==> src/rtl/pipelined_cla_adder_pkg.sv <==
// Shared constants and helpers for the pipelined carry-lookahead adder.
// LAT is the number of register stages a beat passes through.
package pipelined_cla_adder_pkg;

    localparam int CLA_GROUP_W = 4;

    function automatic int calc_lat(input int width, input int groups_per_stage);
        int ngroups;
        ngroups = width / CLA_GROUP_W;
        return (ngroups + groups_per_stage - 1) / groups_per_stage;
    endfunction

endpackage

==> src/rtl/pipelined_cla_adder_if.sv <==
// Operand/result stream of the pipelined adder. The master side drives operands
// and consumes results. The slave side is the adder.
interface pipelined_cla_adder_if #(
    parameter int WIDTH = 16
);
    logic             in_valid;
    logic             in_ready;
    logic [WIDTH-1:0] A;
    logic [WIDTH-1:0] B;
    logic             Cin;
    logic             sub;
    logic             out_valid;
    logic             out_ready;
    logic [WIDTH-1:0] S;
    logic             Cout;
    logic             Ovf;

    modport master (
        output in_valid, A, B, Cin, sub, out_ready,
        input  in_ready, out_valid, S, Cout, Ovf
    );

    modport slave (
        input  in_valid, A, B, Cin, sub, out_ready,
        output in_ready, out_valid, S, Cout, Ovf
    );
endinterface

==> src/rtl/pipelined_cla_adder_cla_group4.sv <==
// Combinational 4-bit carry-lookahead group: every internal carry and the group
// carry-out are flattened from the bit generate/propagate terms.
module cla_group4
    import pipelined_cla_adder_pkg::*;
(
    input  logic [CLA_GROUP_W-1:0] i_a,
    input  logic [CLA_GROUP_W-1:0] i_b,
    input  logic                   i_cin,
    output logic [CLA_GROUP_W-1:0] o_s,
    output logic                   o_cout
);
    logic [CLA_GROUP_W-1:0] w_p;
    logic [CLA_GROUP_W-1:0] w_g;
    logic [CLA_GROUP_W:0]   w_c;
    logic                   w_grp_p;
    logic                   w_grp_g;

    assign w_p = i_a ^ i_b;
    assign w_g = i_a & i_b;

    assign w_grp_p = &w_p;
    assign w_grp_g = w_g[3] | (w_p[3] & w_g[2]) | (w_p[3] & w_p[2] & w_g[1])
                   | (w_p[3] & w_p[2] & w_p[1] & w_g[0]);

    assign w_c[0] = i_cin;
    assign w_c[1] = w_g[0] | (w_p[0] & i_cin);
    assign w_c[2] = w_g[1] | (w_p[1] & w_g[0]) | (w_p[1] & w_p[0] & i_cin);
    assign w_c[3] = w_g[2] | (w_p[2] & w_g[1]) | (w_p[2] & w_p[1] & w_g[0])
                  | (w_p[2] & w_p[1] & w_p[0] & i_cin);
    assign w_c[4] = w_grp_g | (w_grp_p & i_cin);

    assign o_s    = w_p ^ w_c[CLA_GROUP_W-1:0];
    assign o_cout = w_c[CLA_GROUP_W];
endmodule

==> src/rtl/pipelined_cla_adder.sv <==
// Pipelined adder/subtractor: GROUPS_PER_STAGE lookahead groups per register stage.
// A single global stall freezes every stage while the output is held.
module pipelined_cla_adder
    import pipelined_cla_adder_pkg::*;
#(
    parameter int WIDTH            = 16,
    parameter int GROUPS_PER_STAGE = 1
) (
    input logic                 clk,
    input logic                 rst,
    pipelined_cla_adder_if.slave bus
);
    localparam int NGROUPS = WIDTH / CLA_GROUP_W;
    localparam int LAT     = calc_lat(WIDTH, GROUPS_PER_STAGE);

    logic             w_advance;
    logic             w_accept;
    logic             w_cin_eff;
    logic [WIDTH-1:0] w_b_eff;

    // Inputs seen by each stage: the stage-0 entries come from the bus, the rest from the previous register.
    logic [WIDTH-1:0] w_in_a [LAT];
    logic [WIDTH-1:0] w_in_b [LAT];
    logic [WIDTH-1:0] w_in_s [LAT];
    logic [LAT-1:0]   w_in_c;
    logic [LAT-1:0]   w_in_amsb;
    logic [LAT-1:0]   w_in_bmsb;
    logic [WIDTH-1:0] w_nx_s [LAT];
    logic [LAT-1:0]   w_nx_c;

    logic [CLA_GROUP_W-1:0] w_gs [NGROUPS];
    logic [NGROUPS-1:0]     w_gc;
    logic [NGROUPS-1:0]     w_gcin;

    logic [LAT-1:0]   r_valid;
    logic [LAT-1:0]   r_c;
    logic [LAT-1:0]   r_amsb;
    logic [LAT-1:0]   r_bmsb;
    logic [WIDTH-1:0] r_a [LAT];
    logic [WIDTH-1:0] r_b [LAT];
    logic [WIDTH-1:0] r_s [LAT];

    assign w_advance = !r_valid[LAT-1] || bus.out_ready;
    assign w_accept  = bus.in_valid && w_advance;
    assign w_b_eff   = bus.sub ? ~bus.B : bus.B;
    assign w_cin_eff = bus.sub ? 1'b1 : bus.Cin;

    always_comb begin
        // NOTE: every element is assigned on every pass, so no latch is inferred.
        w_in_a[0]    = bus.A;
        w_in_b[0]    = w_b_eff;
        w_in_s[0]    = '0;
        w_in_c[0]    = w_cin_eff;
        w_in_amsb[0] = bus.A[WIDTH-1];
        w_in_bmsb[0] = w_b_eff[WIDTH-1];
        for (int j = 1; j < LAT; j++) begin
            w_in_a[j]    = r_a[j-1];
            w_in_b[j]    = r_b[j-1];
            w_in_s[j]    = r_s[j-1];
            w_in_c[j]    = r_c[j-1];
            w_in_amsb[j] = r_amsb[j-1];
            w_in_bmsb[j] = r_bmsb[j-1];
        end
    end

    for (genvar k = 0; k < NGROUPS; k++) begin : g_group
        localparam int J = k / GROUPS_PER_STAGE;

        if (k % GROUPS_PER_STAGE == 0) begin : g_first
            assign w_gcin[k] = w_in_c[J];
        end else begin : g_chain
            assign w_gcin[k] = w_gc[k-1];
        end

        if ((k % GROUPS_PER_STAGE == GROUPS_PER_STAGE - 1) || (k == NGROUPS - 1)) begin : g_last
            assign w_nx_c[J] = w_gc[k];
        end

        cla_group4 u_group (
            .i_a    (w_in_a[J][CLA_GROUP_W*k +: CLA_GROUP_W]),
            .i_b    (w_in_b[J][CLA_GROUP_W*k +: CLA_GROUP_W]),
            .i_cin  (w_gcin[k]),
            .o_s    (w_gs[k]),
            .o_cout (w_gc[k])
        );
    end

    // Each stage overwrites only its own groups of the partial sum it inherited.
    always_comb begin
        for (int j = 0; j < LAT; j++) begin
            w_nx_s[j] = w_in_s[j];
            for (int k = 0; k < NGROUPS; k++) begin
                if (k / GROUPS_PER_STAGE == j) begin
                    w_nx_s[j][CLA_GROUP_W*k +: CLA_GROUP_W] = w_gs[k];
                end
            end
        end
    end

    always_ff @(posedge clk or posedge rst) begin
        if (rst) begin
            // NOTE: datapath registers are reset too, so S/Cout/Ovf read 0 after reset rather than a stale sum.
            r_valid <= '0;
            r_c     <= '0;
            r_amsb  <= '0;
            r_bmsb  <= '0;
            for (int j = 0; j < LAT; j++) begin
                r_a[j] <= '0;
                r_b[j] <= '0;
                r_s[j] <= '0;
            end
        end else if (w_advance) begin
            r_valid[0] <= w_accept;
            for (int j = 1; j < LAT; j++) begin
                r_valid[j] <= r_valid[j-1];
            end
            for (int j = 0; j < LAT; j++) begin
                r_a[j]    <= w_in_a[j];
                r_b[j]    <= w_in_b[j];
                r_s[j]    <= w_nx_s[j];
                r_c[j]    <= w_nx_c[j];
                r_amsb[j] <= w_in_amsb[j];
                r_bmsb[j] <= w_in_bmsb[j];
            end
        end
    end

    assign bus.in_ready  = w_advance;
    assign bus.out_valid = r_valid[LAT-1];
    assign bus.S         = r_s[LAT-1];
    assign bus.Cout      = r_c[LAT-1];
    assign bus.Ovf       = (r_amsb[LAT-1] == r_bmsb[LAT-1]) && (r_s[LAT-1][WIDTH-1] != r_amsb[LAT-1]);
endmodule

==> src/flat_wrapper.sv <==
// flat-port wrapper written by rule: the top's interface ports become plain ports
module pipelined_cla_adder_flat import pipelined_cla_adder_pkg::*;
#(
    parameter int WIDTH            = 16,
    parameter int GROUPS_PER_STAGE = 1
)
  (clk, rst, bus_in_valid, bus_A, bus_B, bus_Cin, bus_sub, bus_out_ready, bus_in_ready, bus_out_valid, bus_S, bus_Cout, bus_Ovf);
  pipelined_cla_adder_if #(.WIDTH(WIDTH)) bus_i ();
  input logic clk;
  input logic rst;
  input wire logic [$bits(bus_i.in_valid)-1:0] bus_in_valid;
  input wire logic [$bits(bus_i.A)-1:0] bus_A;
  input wire logic [$bits(bus_i.B)-1:0] bus_B;
  input wire logic [$bits(bus_i.Cin)-1:0] bus_Cin;
  input wire logic [$bits(bus_i.sub)-1:0] bus_sub;
  input wire logic [$bits(bus_i.out_ready)-1:0] bus_out_ready;
  output wire logic [$bits(bus_i.in_ready)-1:0] bus_in_ready;
  output wire logic [$bits(bus_i.out_valid)-1:0] bus_out_valid;
  output wire logic [$bits(bus_i.S)-1:0] bus_S;
  output wire logic [$bits(bus_i.Cout)-1:0] bus_Cout;
  output wire logic [$bits(bus_i.Ovf)-1:0] bus_Ovf;
  assign bus_i.in_valid = bus_in_valid;
  assign bus_i.A = bus_A;
  assign bus_i.B = bus_B;
  assign bus_i.Cin = bus_Cin;
  assign bus_i.sub = bus_sub;
  assign bus_i.out_ready = bus_out_ready;
  assign bus_in_ready = bus_i.in_ready;
  assign bus_out_valid = bus_i.out_valid;
  assign bus_S = bus_i.S;
  assign bus_Cout = bus_i.Cout;
  assign bus_Ovf = bus_i.Ovf;
  pipelined_cla_adder #(.WIDTH(WIDTH), .GROUPS_PER_STAGE(GROUPS_PER_STAGE)) u_core (.clk(clk), .rst(rst), .bus(bus_i));
endmodule
==> config.mk <==
export PLATFORM = sky130hd
export DESIGN_NAME = pipelined_cla_adder_flat
export DESIGN_NICKNAME = d
export VERILOG_FILES = /design/src/rtl/pipelined_cla_adder_pkg.sv /design/src/rtl/pipelined_cla_adder_if.sv /design/src/rtl/pipelined_cla_adder_cla_group4.sv /design/src/rtl/pipelined_cla_adder.sv /design/src/flat_wrapper.sv
export SDC_FILE = /design/constraint.sdc
export NUM_CORES = 1
export LEC_CHECK = 0
export ABC_AREA = 1
export CORE_ASPECT_RATIO = 0.7
export CORE_MARGIN = 2
export CORE_UTILIZATION = 27
export CTS_BUF_LIST = sky130_fd_sc_hd__clkbuf_8
export DETAILED_ROUTE_END_ITERATION = 8
export GPL_TIMING_DRIVEN = 0
export PLACE_DENSITY = 0.49
export RECOVER_POWER = 25
export SYNTH_ARGS = -nofsm -noshare
export SYNTH_HDL_FRONTEND = slang
export SYNTH_SLANG_ARGS = --single-unit
==> constraint.sdc <==
create_clock -name clk -period 2.9 [get_ports clk]
set_input_delay 0.58 -clock clk [delete_from_list [all_inputs] [get_ports clk]]
set_output_delay 0.58 -clock clk [all_outputs]
set_load 0.03 [all_outputs]
Word-level counts from Yosys, hierarchy flattened. Cells that the tools add are included.

Register bits after elaboration: 152. Latch bits: 0. Bits in writable memories: 0. Memory bits (read-only): 0. Bits of input ports: 38. Output and inout port bits: 20. Logic and storage cells: 139. Memories: 0.

$add $sub $neg: 0. Multipliers: 0. Div/mod/pow operators: 0. Magnitude comparators: 0. Equality and inequality tests: 2. Shifts and indexed selects: 0. Multiplexer cells: 2. Bitwise logic cells: 113. Reduce and logical (&&, ||, !) cells: 8.

Operators with widths (count): 1-bit AND (60); 1-bit bitwise OR (40); 4-bit XOR (8); 4-bit AND (4); 16-bit two-way mux (1); 16-bit inverter (1); 4-bit AND reduction (4); 1-bit logical AND (2); 1-bit equality test (1); 1-bit zero test (1); 1-bit logical OR (1); 1-bit two-way mux (1); 1-bit inequality test (1).

Depth between registers and ports, before layout. Gate-level depths: netlist of the first run.

Depth after elaboration: 8. Mapped depth: 11. Depth with buffers taken out: 9.

By module. Synthesis of the first run repeated with hierarchy kept, for this count alone.

Cell total of the unflattened synthesis: 593. Area, all modules: 4834.6 um^2.

Modules (own cells, without submodules): pipelined_cla_adder (times used 1, cells each 469, area each 4083.9 um^2, seq. area each 2452.4 um^2); cla_group4 at u_core.g_group[0].u_group ... (times used 2, cells each 31, area each 188.9 um^2, seq. area each 0.0 um^2); cla_group4 at u_core.g_group[2].u_group ... (times used 2, cells each 31, area each 186.4 um^2, seq. area each 0.0 um^2).

Worst setup path after synthesis of the first run. Ideal clock, no wire load.

Path kind: input-to-reg. Start point: in bus_sub. End point: reg u_core.r_s[51] (netlist bit). Data arrival time: 1.881 ns. Required time: 2.783 ns. Setup slack: 0.902 ns. Stages: 9. Path through: buf_4 buf_6 xor2_1 ha_1 or2_2 nand2_1 nand3_1 nand3_1 nand2_1.

Word-level cells in the longest chain between the ends: 7. Elaborated cells between the ends (all ways): 13. Those cells by class: mux: 2; bitwise: 11.

RTL lines: start: declaration (RTL line flat_wrapper.sv:15) `input wire logic [$bits(bus_i.sub)-1:0] bus_sub;`; 16-bit two-way mux (RTL line pipelined_cla_adder.sv:45) `assign w_b_eff = bus.sub ? ~bus.B : bus.B;`; 4-bit XOR or 4-bit AND (tied branches) (RTL line pipelined_cla_adder_cla_group4.sv:18, pipelined_cla_adder_cla_group4.sv:19); 1-bit AND (on tied branches) (RTL line pipelined_cla_adder_cla_group4.sv:28, pipelined_cla_adder_cla_group4.sv:29); 1-bit bitwise OR (tied with other cells) (RTL line pipelined_cla_adder_cla_group4.sv:28) `assign w_c[3] = w_g[2] | (w_p[2] & w_g[1]) | (w_p[2] & w_p[1] & w_g[0])`; 1-bit bitwise OR or 1-bit AND (tied branches) (RTL line pipelined_cla_adder_cla_group4.sv:28, pipelined_cla_adder_cla_group4.sv:29); 1-bit bitwise OR (RTL line pipelined_cla_adder_cla_group4.sv:29) `| (w_p[2] & w_p[1] & w_p[0] & i_cin);`; 4-bit XOR * (RTL line pipelined_cla_adder_cla_group4.sv:32) `assign o_s = w_p ^ w_c[CLA_GROUP_W-1:0];`; end signal: indexed assignment (RTL line pipelined_cla_adder.sv:120) `r_s[j] <= w_nx_s[j];`; end: declaration (RTL line pipelined_cla_adder.sv:41) `logic [WIDTH-1:0] r_s [LAT];`.

Every way passes the cells marked *; elsewhere a longest branch is shown, timed or not. A chain may end at the register's enable or synchronous reset.

Final worst setup path of the first run.
Start point: in bus_out_ready. End point: out bus_in_ready.

Word-level cells in the longest chain between the ends: 1.

RTL lines: start: declaration (RTL line flat_wrapper.sv:16) `input wire logic [$bits(bus_i.out_ready)-1:0] bus_out_ready;`; 1-bit logical OR (RTL line pipelined_cla_adder.sv:43) `assign w_advance = !r_valid[LAT-1] || bus.out_ready;`; end: declaration (RTL line flat_wrapper.sv:17) `output wire logic [$bits(bus_i.in_ready)-1:0] bus_in_ready;`.

No other way between the ends.

==> results of run 1 <==
## layout by cell type, fill, tap and decap left out, types with 3 or more instances in the layout
master           synthesis  layout
fa_1                     4       4
o21ai_0                 51      51
xor2_1                   7       7
nand3_1                 15      15
xnor2_1                 13      13
nor2_1                  17      17
buf_2                   12      11
buf_4                   20      20
inv_1                   38      38
clkdlybuf4s50_1          0      54
dfrtp_1                 98      98
nand2_1                202     202
a21oi_1                  6       6
nand4_1                  5       5
buf_6                    5       5
or2_2                    4       4
clkbuf_1                 2       3
ha_1                    16      16
clkbuf_8                 0      10
## worst max-delay path by stage
stage / startpoint / endpoint / slack, ns / cells past startpoint
final: bus_out_ready / bus_in_ready / 0.23 / 7
after global routing: bus_out_ready / bus_in_ready / 0.17 / 7
after CTS: bus_out_ready / bus_in_ready / 0.22 / 7
after detailed placement: bus_out_ready / bus_in_ready / -0.05 / 7
after global placement: bus_out_ready / bus_in_ready / -0.05 / 7
after floorplan: bus_sub / u_core.r_s[51] / 0.90 / 9
## cell families after synthesis
group | share of synthesized area [%]
simple gates | 20.93
flops | 53.48
buf+inv | 9.168
compound gates | 6.494
xor+xnor | 3.820
fa+ha+maj | 6.112
## layer usage
layer / wire length, um / GRT usage, %
met4: 162 / 3.818
met3: 484 / 2.823
met5: 0 / 0
met2: 4367 / 17.89
met1: 5608 / 18.49
## where the power goes
part           internal, uW  leakage (uW)  switching [uW]
registers              1970       0.00119             340
logic                  1070       0.00149            1470
clock network           496      0.000109             455
## state kept, by name, indices dropped and copies added, names as in the netlist
signal          cells
u_core.r_b         21
u_core.r_c          4
u_core.bus.S       16
u_core.r_a         21
u_core.r_s         24
u_core.r_bmsb       4
u_core.r_amsb       4
u_core.r_valid      4
## critical path, delay by kind of cell
family,cells,cell delay [ns]
and+or+nand+nor,1,0.05
buffers and inverters,6,1.45
## per-stage QoR
step / std cells / cell area [um^2] / total power, uW
finish: 816 / 5673 / 5809
global route: 816 / 5673 / 6320
CTS: 816 / 5677 / 5891
detailed placement: 802 / 5472 / 4915
global placement: 800 / 5431 / 4847
floorplan: 519 / 4589 / 4055
## cell type report
| class | count | area, um^2 | share of cell area [%] |
|---|---|---|---|
| inverters | 39 | 147.6 | 2.603 |
| clock buffers | 10 | 137.6 | 2.426 |
| well taps | 225 | 281.5 | 4.963 |
| flip-flops and latches | 98 | 2452 | 43.23 |
| repair buffers | 58 | 599.3 | 10.56 |
| clock inverters | 4 | 68.82 | 1.213 |
| plain buffers | 39 | 272.8 | 4.808 |
| multi-input cells | 343 | 1713 | 30.19 |
==> out/metrics.cfg, run 1 <==
[clocking]
path_clk_slew_ns=0.09
cts_max_level=3
numCtsBuffers=9
hold_buffers=0
tritoncts=yes
cts-root-buf=clkbuf_8
cts_max_path_buffers=2
post_cts_buffers=0
cts_resized=1
clk_latency_ns=0.36
cts_sinks=98

[critical_path]
crit_arrival_ns=2.09
cp_slowest_stage_delay_ns=0.47
end_kind=output pin
cp-start-kind=primary input
cp.required_ns=2.32
crit_chain=clkdlybuf4s50_1 -> nor2_2 -> buf_4 -> inv_2 -> buf_6 -> buf_6 -> dlygate4sd2_1
r2r_cells=7
r2r_setup_slack_ns=1.42
timing.rr.end=u_core.r_s[27]
criticalPathCategory=primary input to output pin
critPathMaxFanout=10
slowest_stage=clkdlybuf4s50_1
r2r-start=u_core.r_a[42]
critPathMostFrequentCell=buf_6

[synth]
synth_top_area_share_pct=53.48
synthTopCellsByArea=dfrtp_1, nand2_1, o21ai_0, ha_1, buf_4
synth.distinct_cells=20
synth_top_cells_by_count=nand2_1, dfrtp_1, o21ai_0
synth_edf_count=0
synthCells=519
synth.most_common_cell=nand2_1
synth-seq-area-share_pct=53.48
synth.avg_cell_area_um2=8.836
dominantRegCellSynth=dfrtp_1
synth_nets=577
syn_area_um2=4586
yosys_warnings=0
ys_async_sr_fraction_pct=100.0
yosys.area.top_type=dfrtp_1
synth-seq-cells=98

[drt]
ant_nets=0
drt_wl_total_mm=10.62
drt_iter0_drc=210
drtPass1Iterations=4
vias=3430
detail_route.wl_per_cell_um=13.02
vias_per_cell=4.203
drc=0

[final_layout]
syn_to_final_growth_pct=23.71
fillCellCount=1723
fin_nets=646
drive_above_1_share_pct=9.814
diodes=0
final_util_pct=34.50

[sta]
min_period_ns=2.666
tns_ns=0
tightestPinTransition_ns=1.588
fin_skew_ns=0.01087
hold_violations=0
slew_headroom_pct=-6.429
fmax_ghz=0.3751
whs_ns=0.4571
finalCritPeriodShare_pct=91.94
setup_violations=0
rsz0062_at_grt=no
worst_slack_ns=0.2338
slew_viol_final=32

[placement]
portBuffers=56
hpwl_mm=7.829
pre_cts_ws_ns=-0.04852
gp_congestion=0.7978

[grt]
antenna_found_initial=0
grt_pass1_wl_mm=17.58
grt_max_degree=38
grtUsageTotal_pct=12.43
grt_pass1_vias=3419
grt_overflow_total=0

[min_path]
worstHoldStart=u_core.r_valid[2]
hp-class=flop to flop
hold_path_depth=2
min_to=u_core.r_valid[3]

[die]
die_area_um2=18060
coreArea_um2=16440
fp.dieH_um=113.0
start_util_pct=27.89
num_rows=39
die_x_um=159.8
ioPinCount=58

[outcome]
outcome=finished, violations left
violations=capacitance limit, slew limit

[power_and_ir_drop]
leakagePower_uw=0.002781
ir_drop_mv=0.4175
power_density_nw_per_um2=1024

[job]
drv_cap=1

No activity file was read; power rests on OpenSTA's default activity.
==> run 2: changes to the inputs <==
--- a/config.mk
+++ b/config.mk
@@ -8,11 +8,11 @@
 export ABC_AREA = 1
 export CORE_ASPECT_RATIO = 0.7
 export CORE_MARGIN = 2
-export CORE_UTILIZATION = 27
+export CORE_UTILIZATION = 52
 export CTS_BUF_LIST = sky130_fd_sc_hd__clkbuf_8
 export DETAILED_ROUTE_END_ITERATION = 8
 export GPL_TIMING_DRIVEN = 0
-export PLACE_DENSITY = 0.49
+export PLACE_DENSITY = 0.82
 export RECOVER_POWER = 25
 export SYNTH_ARGS = -nofsm -noshare
 export SYNTH_HDL_FRONTEND = slang
==> run 2 against run 1 <==
Compared with the run above: the flow now finishes without violations; critical path depth did not move; utilization up 30 points; non-clock buffer count is the same; flip-flop and latch count stayed put; global-route usage rose by 10 points; first-iteration DRC count fell by 2.9%; total power fell by 3.0%; register-to-register slack gained 0.05 ns; hold slack gained 0.0054 ns; die area fell by 47%; final area down 2.9%.
==> out/metrics.cfg, run 2 (synthesis results as in run 1) <==
[drt]
drt_wl_total_mm=9.630  ; -9.3%
drt_iter0_drc=204  ; -2.9%
drc=0  ; unchanged
drtPass1Iterations=5  ; +1
vias_per_cell=4.935  ; +17%
detail_route.wl_per_cell_um=13.51  ; +3.8%
ant_nets=0  ; unchanged
vias=3519  ; +2.6%

[clocking]
cts_sinks=98  ; unchanged
cts-root-buf=clkbuf_8
cts_max_level=3  ; unchanged
cts_max_path_buffers=2  ; unchanged
tritoncts=yes
clk_latency_ns=0.37  ; about the same
numCtsBuffers=9  ; unchanged
hold_buffers=0  ; unchanged
path_clk_slew_ns=0.09  ; about the same

[critical_path]
criticalPathCategory=primary input to output pin
critPathMostFrequentCell=buf_6
crit_arrival_ns=2.09  ; about the same
cp_num_buf_inv=6  ; unchanged
cp-start-kind=primary input
cp.required_ns=2.32  ; about the same
critPathMaxFanout=10  ; unchanged
crit_chain=clkdlybuf4s50_1 -> nor2_2 -> buf_4 -> inv_2 -> buf_6 -> buf_6 -> dlygate4sd2_1
slowest_stage=clkdlybuf4s50_1
cp_slowest_stage_delay_ns=0.49  ; +0.02 ns
crit_family=buffers and inverters
end_kind=output pin

[final_layout]
syn_to_final_growth_pct=20.08
diodes=0  ; unchanged
largest-register=u_core.r_s
fin_nets=646  ; unchanged
final_common_cell=nand2_1
final_cell_mix=nand2_1, dfrtp_1, clkdlybuf4s50_1
largest_reg_flops=24  ; unchanged
final_util_pct=64.68  ; +30 points
top_regs=u_core.r_s x24, u_core.r_a x21, u_core.r_b x21
drive_above_1_share_pct=10.12  ; +0.30 points

[die]
fp.dieH_um=82.57  ; -27%
start_util_pct=53.87  ; +26 points
coreArea_um2=8513  ; -48%
die_area_um2=9598  ; -47%
ioPinCount=58  ; unchanged
num_rows=28  ; -28%
die_x_um=116.2  ; -27%

[power_and_ir_drop]
leakagePower_uw=0.002767  ; -0.48%
ir_drop_mv=0.3462  ; -17%
power_density_nw_per_um2=1024  ; about the same

[outcome]
outcome=completed

[sta]
setup_violations=0  ; unchanged
slew_viol_final=0  ; -100%
finalCritPeriodShare_pct=92.08  ; +0.14 points
slew_headroom_pct=4.109  ; +11 points
fin_skew_ns=0.01067  ; -0.0002034 ns
rsz0062_at_grt=no
tightestPinTransition_ns=1.431  ; -0.1572 ns
min_period_ns=2.670  ; +0.004141 ns
worst_slack_ns=0.2297  ; -0.004141 ns
hold_violations=0  ; unchanged
fmax_ghz=0.3745  ; -0.16%

[placement]
gp_congestion=0.8545  ; +7.1%
pre_cts_ws_ns=-0.03720  ; +0.01132 ns
hpwl_mm=7.220  ; -7.8%
portBuffers=56  ; unchanged

[min_path]
hp-class=flop to flop

[grt]
grt_pass1_wl_mm=16.22  ; -7.8%
grt_max_degree=40  ; +5.3%
grtUsageTotal_pct=22.59  ; +10 points
grt_overflow_total=0  ; unchanged
grt_pass1_vias=3436  ; +0.50%
antenna_found_initial=0  ; unchanged

[job]
drv_cap=0  ; -1

-- run 2: stage by stage --
stage          power (uW)  cells   TNS (ns)  hold slack, ns  area [um^2]
3_5_place_dp         4879    697   -0.03720          0.4391         5340
6_report             5636    713          0          0.4625         5507
5_1_grt              6109    713          0          0.4703         5507
4_1_cts              5667    713          0          0.4578         5509
2_1_floorplan        4055    519          0          0.4190         4589
3_3_place_gp         4729    695  -0.007407          0.4387         5300
-- run 2: power by group --
group          leakage [uW]  internal, uW  switching, uW  total [uW]
Combinational       0.00149          1070           1450        2520
Sequential          0.00119          1970            349        2320
Clock             0.0000926           312            477         789
Total               0.00277          3360           2280        5640
-- run 2: metal layers --
layer / GRT usage [%] / share of wire [%] / vias to the layer above
met5: 0 / 0 / -
met4: 6.905 / 0.84 / 0
met3: 5.766 / 5.0 / 9
met2: 36.51 / 47 / 86
met1: 30.40 / 47 / 1678
li1: - / - / 1746
-- run 2: cell type report --
type,instances,area [um^2]
inverter,39,147.6
buffer,39,274.0
tap,120,150.1
multi-input combinational,343,1713
clock buffer,9,123.9
sequential,98,2452
fill,695,3007
timing repair buffer,58,599.3
clock inverter,7,46.29
-- run 2: path summary, 6_finish.rpt --
kind | start | end | slack [ns] | cells after the start
hold reg to reg | u_core.r_valid[2] | u_core.r_valid[3] | 0.46 | 2
setup / recovery | bus_out_ready | bus_in_ready | 0.23 | 7
min in group asynchronous | rst | u_core.bus.S[11] | 0.98 | 2
setup reg to reg | u_core.r_a[30] | u_core.bus.S[15] | 1.47 | 7
max in group asynchronous | rst | u_core.r_s[33] | 0.92 | 4
hold / removal | u_core.r_valid[2] | u_core.r_valid[3] | 0.46 | 2
-- run 2: repair_timing --
| item | 4_1_cts | 5_1_grt |
|---|---|---|
| endpoints found under the hold margin | 0 | 0 |
| setup endpoints to repair | 1 | 0 |
| resized for setup | 1 | 0 |
| setup buffers | 0 | 0 |
-- run 2: worst register-to-register path: stages (launching register included) --
cell and delay [ns]:
dfrtp_1 0.40, ha_1 0.33, or2_2 0.28, nand2_1 0.09, nand2_1 0.05, nand2_1 0.07
nand3_1 0.06, nand2_1 0.07
